--- src/rtl/i2c_cfg_sequencer.sv ---
// Drives an I2C byte master: loads a sensor register table after reset, then serves host reads/writes.
// Define I2C_SCCB_STOP_EN to split reads with STOP+START instead of a repeated START.
module i2c_cfg_sequencer #(
   parameter logic [6:0]  DEV_ADDR   = 7'h21,
   parameter logic [15:0] INIT_DLY   = 16'd1000,
   parameter logic [15:0] SETTLE_CYC = 16'd100,
   parameter int          TBL_AW     = 8
) (
   input  logic              clk,
   input  logic              reset_n,
   output logic [2:0]        m_cmd,
   output logic [7:0]        m_din,
   output logic              m_wr,
   input  logic              m_ready,
   input  logic              m_done_tick,
   input  logic              m_ack,
   input  logic [7:0]        m_dout,
   output logic [TBL_AW-1:0] tbl_addr,
   input  logic [15:0]       tbl_data,
   input  logic              req,
   input  logic              req_rw,
   input  logic [7:0]        req_reg,
   input  logic [7:0]        req_wdata,
   output logic              req_ready,
   output logic              rsp_valid,
   output logic [7:0]        rsp_rdata,
   output logic              rsp_err,
   output logic              init_done,
   output logic              init_err
);
   localparam logic [2:0] CMD_START   = 3'b000;
   localparam logic [2:0] CMD_WR      = 3'b001;
   localparam logic [2:0] CMD_RD      = 3'b010;
   localparam logic [2:0] CMD_STOP    = 3'b011;
   localparam logic [2:0] CMD_RESTART = 3'b100;
   localparam logic [2:0] WR_LAST     = 3'd4;
`ifdef I2C_SCCB_STOP_EN
   localparam logic [2:0] RD_LAST     = 3'd7;
`else
   localparam logic [2:0] RD_LAST     = 3'd6;
`endif

   typedef enum logic [2:0] {S_DLY, S_FETCH, S_FETCH_W, S_ISSUE, S_GUARD, S_WAIT, S_SETTLE, S_IDLE} state_t;
   state_t r_state, w_state_nxt;

   logic [15:0]       r_cnt;
   logic [2:0]        r_step;
   logic              r_host, r_rw, r_err, r_ack_cap;
   logic [7:0]        r_reg, r_val, r_rdata;
   logic [TBL_AW-1:0] r_tbl_addr;
   logic [2:0]        r_m_cmd;
   logic [7:0]        r_m_din, r_rsp_rdata;
   logic              r_m_wr, r_rsp_valid, r_rsp_err, r_init_done, r_init_err;
   logic [10:0]       w_step_word;
   logic [2:0]        w_last;
   logic              w_is_wr, w_is_rd, w_nack_now, w_settle_done, w_dly_done, w_tbl_end, w_sentinel;

   // {cmd, byte} for a given step of a write (rw=0) or read (rw=1) transaction.
   function automatic logic [10:0] step_word(input logic rw, input logic [2:0] step,
                                             input logic [7:0] rg, input logic [7:0] val);
      logic [10:0] w;
      w = {CMD_STOP, 8'h00};
      if (!rw) begin
         case (step)
            3'd0:    w = {CMD_START, 8'h00};
            3'd1:    w = {CMD_WR, DEV_ADDR, 1'b0};
            3'd2:    w = {CMD_WR, rg};
            3'd3:    w = {CMD_WR, val};
            default: w = {CMD_STOP, 8'h00};
         endcase
      end else begin
         case (step)
            3'd0:    w = {CMD_START, 8'h00};
            3'd1:    w = {CMD_WR, DEV_ADDR, 1'b0};
            3'd2:    w = {CMD_WR, rg};
`ifdef I2C_SCCB_STOP_EN
            3'd3:    w = {CMD_STOP, 8'h00};
            3'd4:    w = {CMD_START, 8'h00};
            3'd5:    w = {CMD_WR, DEV_ADDR, 1'b1};
            3'd6:    w = {CMD_RD, 8'h01};
`else
            3'd3:    w = {CMD_RESTART, 8'h00};
            3'd4:    w = {CMD_WR, DEV_ADDR, 1'b1};
            3'd5:    w = {CMD_RD, 8'h01};
`endif
            default: w = {CMD_STOP, 8'h00};
         endcase
      end
      return w;
   endfunction

   assign w_step_word   = step_word(r_rw, r_step, r_reg, r_val);
   assign w_last        = r_rw ? RD_LAST : WR_LAST;
   assign w_is_wr       = (w_step_word[10:8] == CMD_WR);
   assign w_is_rd       = (w_step_word[10:8] == CMD_RD);
   // The master may raise m_ready in the same cycle as m_done_tick, so fold in the live ack.
   assign w_nack_now    = w_is_wr & (r_ack_cap | (m_done_tick & m_ack));
   assign w_settle_done = ((r_cnt + 16'd1) >= SETTLE_CYC);
   assign w_dly_done    = (r_cnt >= INIT_DLY);
   assign w_tbl_end     = (r_tbl_addr == {TBL_AW{1'b1}});
   assign w_sentinel    = (tbl_data == 16'hFFFF);

   always_ff @(posedge clk or negedge reset_n) begin
      if (!reset_n) r_state <= S_DLY;
      else          r_state <= w_state_nxt;
   end

   always_comb begin
      w_state_nxt = r_state;
      case (r_state)
         S_DLY:     if (w_dly_done) w_state_nxt = S_FETCH;
         S_FETCH:   w_state_nxt = S_FETCH_W;
         S_FETCH_W: w_state_nxt = w_sentinel ? S_IDLE : S_ISSUE;
         S_ISSUE:   if (m_ready) w_state_nxt = S_GUARD;
         S_GUARD:   if (r_cnt[0]) w_state_nxt = S_WAIT;
         S_WAIT:    if (m_ready) w_state_nxt = (r_step == w_last) ? S_SETTLE : S_ISSUE;
         S_SETTLE:  if (w_settle_done) w_state_nxt = (r_host || w_tbl_end) ? S_IDLE : S_FETCH;
         S_IDLE:    if (req) w_state_nxt = S_ISSUE;
         default:   w_state_nxt = S_DLY;
      endcase
   end

   always_ff @(posedge clk or negedge reset_n) begin
      if (!reset_n) begin
         r_cnt       <= '0;
         r_step      <= '0;
         r_host      <= 1'b0;
         r_err       <= 1'b0;
         r_ack_cap   <= 1'b0;
         r_rdata     <= '0;
         r_tbl_addr  <= '0;
         r_m_cmd     <= '0;
         r_m_din     <= '0;
         r_m_wr      <= 1'b0;
         r_rsp_valid <= 1'b0;
         r_rsp_rdata <= '0;
         r_rsp_err   <= 1'b0;
         r_init_done <= 1'b0;
         r_init_err  <= 1'b0;
      end else begin
         r_m_wr      <= 1'b0;
         r_rsp_valid <= 1'b0;
         if (w_state_nxt != r_state) r_cnt <= '0;
         else                        r_cnt <= r_cnt + 16'd1;
         case (r_state)
            S_FETCH_W: begin
               r_host <= 1'b0;
               r_step <= '0;
               r_err  <= 1'b0;
               if (w_sentinel) r_init_done <= 1'b1;
            end
            S_ISSUE: if (m_ready) begin
               r_m_wr    <= 1'b1;
               r_m_cmd   <= w_step_word[10:8];
               r_m_din   <= w_step_word[7:0];
               r_ack_cap <= 1'b0;
            end
            S_WAIT: begin
               if (m_done_tick) r_ack_cap <= m_ack;
               if (m_done_tick && w_is_rd) r_rdata <= m_dout;
               if (m_ready && (r_step != w_last)) r_step <= w_nack_now ? w_last : r_step + 3'd1;
               if (m_ready && w_nack_now) begin
                  r_err <= 1'b1;
                  if (!r_host) r_init_err <= 1'b1;
               end
            end
            S_SETTLE: if (w_settle_done) begin
               if (r_host) begin
                  r_rsp_valid <= 1'b1;
                  r_rsp_err   <= r_err;
                  r_rsp_rdata <= r_err ? 8'h00 : r_rdata;
               end else if (w_tbl_end) begin
                  r_init_done <= 1'b1;
               end else begin
                  r_tbl_addr <= r_tbl_addr + {{(TBL_AW-1){1'b0}}, 1'b1};
               end
            end
            S_IDLE: if (req) begin
               r_host  <= 1'b1;
               r_step  <= '0;
               r_err   <= 1'b0;
               r_rdata <= '0;
            end
            default: ;
         endcase
      end
   end

   // Transaction operands: table entry or registered host request.
   always_ff @(posedge clk) begin
      if (r_state == S_FETCH_W) begin
         r_rw  <= 1'b0;
         r_reg <= tbl_data[15:8];
         r_val <= tbl_data[7:0];
      end else if ((r_state == S_IDLE) && req) begin
         r_rw  <= req_rw;
         r_reg <= req_reg;
         r_val <= req_wdata;
      end
   end

   assign m_cmd     = r_m_cmd;
   assign m_din     = r_m_din;
   assign m_wr      = r_m_wr;
   assign tbl_addr  = r_tbl_addr;
   assign req_ready = (r_state == S_IDLE);
   assign rsp_valid = r_rsp_valid;
   assign rsp_rdata = r_rsp_rdata;
   assign rsp_err   = r_rsp_err;
   assign init_done = r_init_done;
   assign init_err  = r_init_err;
endmodule

--- config.mk ---
export PLATFORM = sky130hd
export DESIGN_NAME = i2c_cfg_sequencer
export DESIGN_NICKNAME = d
export VERILOG_FILES = /design/src/rtl/i2c_cfg_sequencer.sv
export SDC_FILE = /design/constraint.sdc
export NUM_CORES = 1
export LEC_CHECK = 0
export ABC_AREA = 1
export BUFFER_PORTS_ARGS = -buffer_cell sky130_fd_sc_hd__buf_2
export CAP_MARGIN = 30
export CORE_MARGIN = 3
export CORE_UTILIZATION = 45
export CTS_CLUSTER_SIZE = 25
export DETAILED_ROUTE_END_ITERATION = 8
export PLACE_DENSITY = 0.67
export SLEW_MARGIN = 25
export SYNTH_ARGS = -nofsm -noshare
export SYNTH_HDL_FRONTEND = slang
export SYNTH_SLANG_ARGS = --single-unit
--- constraint.sdc ---
create_clock -name clk -period 4 [get_ports clk]
set_clock_uncertainty 0.05 [all_clocks]
set_input_delay 0.6 -clock clk [delete_from_list [all_inputs] [get_ports clk]]
set_output_delay 0.6 -clock clk [all_outputs]
set_load 0.005 [all_outputs]
==> results_dict.tcl <==
set metrics [dict create \
    status "finished clean" \
    dr.pass1.iters 5 \
    pwr-share-comb 0.035 \
    rows 34 \
    yosysTopAreaCell "dfrtp_1" \
    regToRegSetupSlack_ns 1.44 \
    ys_seq_area_frac 0.508 \
    synth_area_um2 4180 \
    r2r-end "rsp_rdata[4]" \
    area_growth_pct 16.4 \
    synth_top_area_share 0.389 \
    power.density_nw_per_um2 299 \
    grt-ovfl-total 0 \
    cts_tree "yes" \
    synthesis.nets 561 \
    hpwl_mm 6.84 \
    crit_required_ns 4.22 \
    seq_power_share 0.587 \
    cp_data_arrival_time_ns 2.78 \
    antenna_cells 0 \
    layout-drive-gt1-share 0.207 \
    crit_path_cell_trace "ha_1, nand2_1, nor2_2, nand3_1, nand2_1, nand2_1, nand2_1, nor2_2, nand3_2, nand2_1, nor2_1, nand2_1, o21ai_0" \
    finalCritPeriodShare 0.639 \
    cts_hold_buffers 0 \
    path_common_cell "nand2_1" \
    root_buffer "clkbuf_8" \
    clock_latency_ns 0.35 \
    peakVddDrop_v 0.000137 \
    routed_wl_mm 9.06 \
    ys_types 35 \
    drv_slew 0 \
    clkPwrFrac 0.378 \
    first_iter_violations 264 \
    ff2ff_path_depth 13 \
    drt.antenna.violating_nets 0 \
    crit_path_top_delay_cell "dfrtp_1" \
    viasPerCell 5.13 \
    clk_path_buf_depth 2 \
    clk_pin_slew_worst_paths_ns 0.09 \
    fp.coreArea_um2 8890 \
    synth_cells 506 \
    crit_type "reg2reg" \
    period_needed_ns 2.56 \
    post_cts_resized 0 \
    gp_congestion 0.886 \
    drv_cap 0 \
    max_slew.worst_pin.slew_ns 0.673 \
    worst_setup_path_end_kind "flop" \
    startpoint_type "flop" \
    critPathMaxStageDelay_ns 0.46 \
    start_util 0.471 \
    grt_pass1_vias 3152 \
    rsz0062_at_grt "no" \
    vias 3608 \
    yosys-top-cells-area "dfrtp_1 (39%), nand2_1 (13%), edfxtp_1 (11%)" \
    relSlewSlack 0.551 \
    largest_reg_flops 16 \
    fmax_ghz 0.391 \
    layout_commonest_cell "nand2_1" \
    antenna_found_initial 0 \
    p_leak_nw 2.44 \
    synth-seq-cells 82 \
    die_width_um 102 \
    post-route-drc-count 0 \
    syn_area_per_cell_um2 8.27 \
    grt_max_degree 37 \
    cts.sinks 82 \
    num_io_pins 80 \
    detail_route.wl_per_cell_um 12.9 \
    final_nets 645 \
    fillers 816 \
    ys_warn_count 0 \
    post-cts-setup-buffer-count 0 \
    setup_viol 0 \
    tns_ns 0 \
    cts_made_buffers 9 \
    top_register "r_cnt" \
    grt_pass1_wl_mm 14.8 \
    hp-class "in2async" \
    intPower_mw 1.12 \
    final-hold-violation-count 0 \
    layout_common_cells "nand2_1 (145), buf_2 (79), dfrtp_1 (65)" \
    portBuffers 79 \
    cts_max_level 3 \
    r2r-start "r_cnt[0]" \
    dieArea_um2 10500 \
    die-height_um 102 \
    crit_fanout 9 \
    switching_share 0.229 \
    switching_power_mw 0.333 \
    track_usage 0.181 \
    holdWs_ns 0.225 \
]
cell usage after synthesis:
library cell,number
inv_1,62
edfxtp_1,16
dfrtp_1,65
dfxtp_1,1
nor3_1,5
and2_1,2
nand3b_1,3
nor2_2,13
nand3_1,27
nand3_2,3
a32o_1,5
nor4_1,1
o211ai_1,3
a22o_1,6
nand2_1,145
nand2_2,6
a31oi_1,3
o21ai_0,34
buf_1,1
o21ai_1,2
clkbuf_1,7
a211oi_1,2
nor2_4,2
o21a_1,1
o22ai_1,3
buf_8,1
ha_1,8
nand3_4,1
xnor2_1,5
a21oi_1,10
xor2_1,2
nor2_1,47
a31o_2,1
a21o_1,1
nand4_1,12
worst max path at each step:
| stage | start | end | slack [ns] |
|---|---|---|---|
| after floorplan | r_cnt[0] | r_cnt[12] | 1.87 |
| after global placement | r_cnt[0] | rsp_rdata[7] | 1.56 |
| after detailed placement | r_cnt[0] | rsp_rdata[4] | 1.47 |
| after CTS | r_cnt[0] | rsp_rdata[4] | 1.46 |
| after global routing | r_cnt[0] | rsp_rdata[0] | 1.15 |
| final | r_cnt[0] | rsp_rdata[4] | 1.44 |
logic make-up (layout without fill, tap and decap cells):
| group | count (synthesis) | in the layout | synth area share |
|---|---|---|---|
| simple gates | 267 | 267 | 0.283 |
| flops | 82 | 82 | 0.508 |
| buf+inv | 71 | 160 | 0.0664 |
| fa+ha+maj | 8 | 8 | 0.0239 |
| xor+xnor | 7 | 7 | 0.0147 |
| compound gates | 71 | 71 | 0.103 |
metrics by stage:
stage | cell area, um^2 | instances | total power, mW | setup WS, ns | util
floorplan | 4180 | 506 | 0.880 | 1.87 | -
global placement | 4680 | 686 | 0.922 | 1.56 | 0.527
detailed placement | 4680 | 686 | 0.923 | 1.47 | 0.527
CTS | 4860 | 702 | 1.47 | 1.46 | 0.547
global route | 4870 | 703 | 1.52 | 1.15 | 0.548
finish | 4870 | 703 | 1.45 | 1.44 | 0.548
metal layers:
| metal | vias to the layer above | wire length (um) | track usage | part of all wire |
|---|---|---|---|---|
| met5 | - | 0 | 0 | 0 |
| met4 | 0 | 186 | 0.0787 | 0.021 |
| met3 | 15 | 595 | 0.0348 | 0.066 |
| met2 | 123 | 3910 | 0.252 | 0.43 |
| met1 | 1646 | 4370 | 0.274 | 0.48 |
| li1 | 1824 | - | - | - |
critical path: cells and delay by family (launching register included):
family                     cells  cell delay [ns]
DFF                            1             0.46
adders and majority gates      1             0.28
AOI/OAI and AO/OA              1             0.23
and+or+nand+nor               11             1.44
power by group through the flow:
stage / registers, mW / logic, mW / clock network (mW)
finish: 0.854 / 0.0509 / 0.550
floorplan: 0.871 / 0.00936 / 0
global placement: 0.871 / 0.0514 / 0
detailed placement: 0.871 / 0.0519 / 0
CTS: 0.853 / 0.0521 / 0.565
global route: 0.854 / 0.0592 / 0.604
layout make-up:
class / count / area, um^2 / share of cell area
Sequential cell: 82 / 2130 / 0.437
Multi-Input combinational cell: 353 / 1780 / 0.365
Timing Repair Buffer: 82 / 418 / 0.0858
Clock buffer: 11 / 141 / 0.0290
Tap cell: 108 / 135 / 0.0277
Inverter: 62 / 233 / 0.0478
Clock inverter: 5 / 36.3 / 0.00745
No activity file was read; power rests on OpenSTA's default activity.
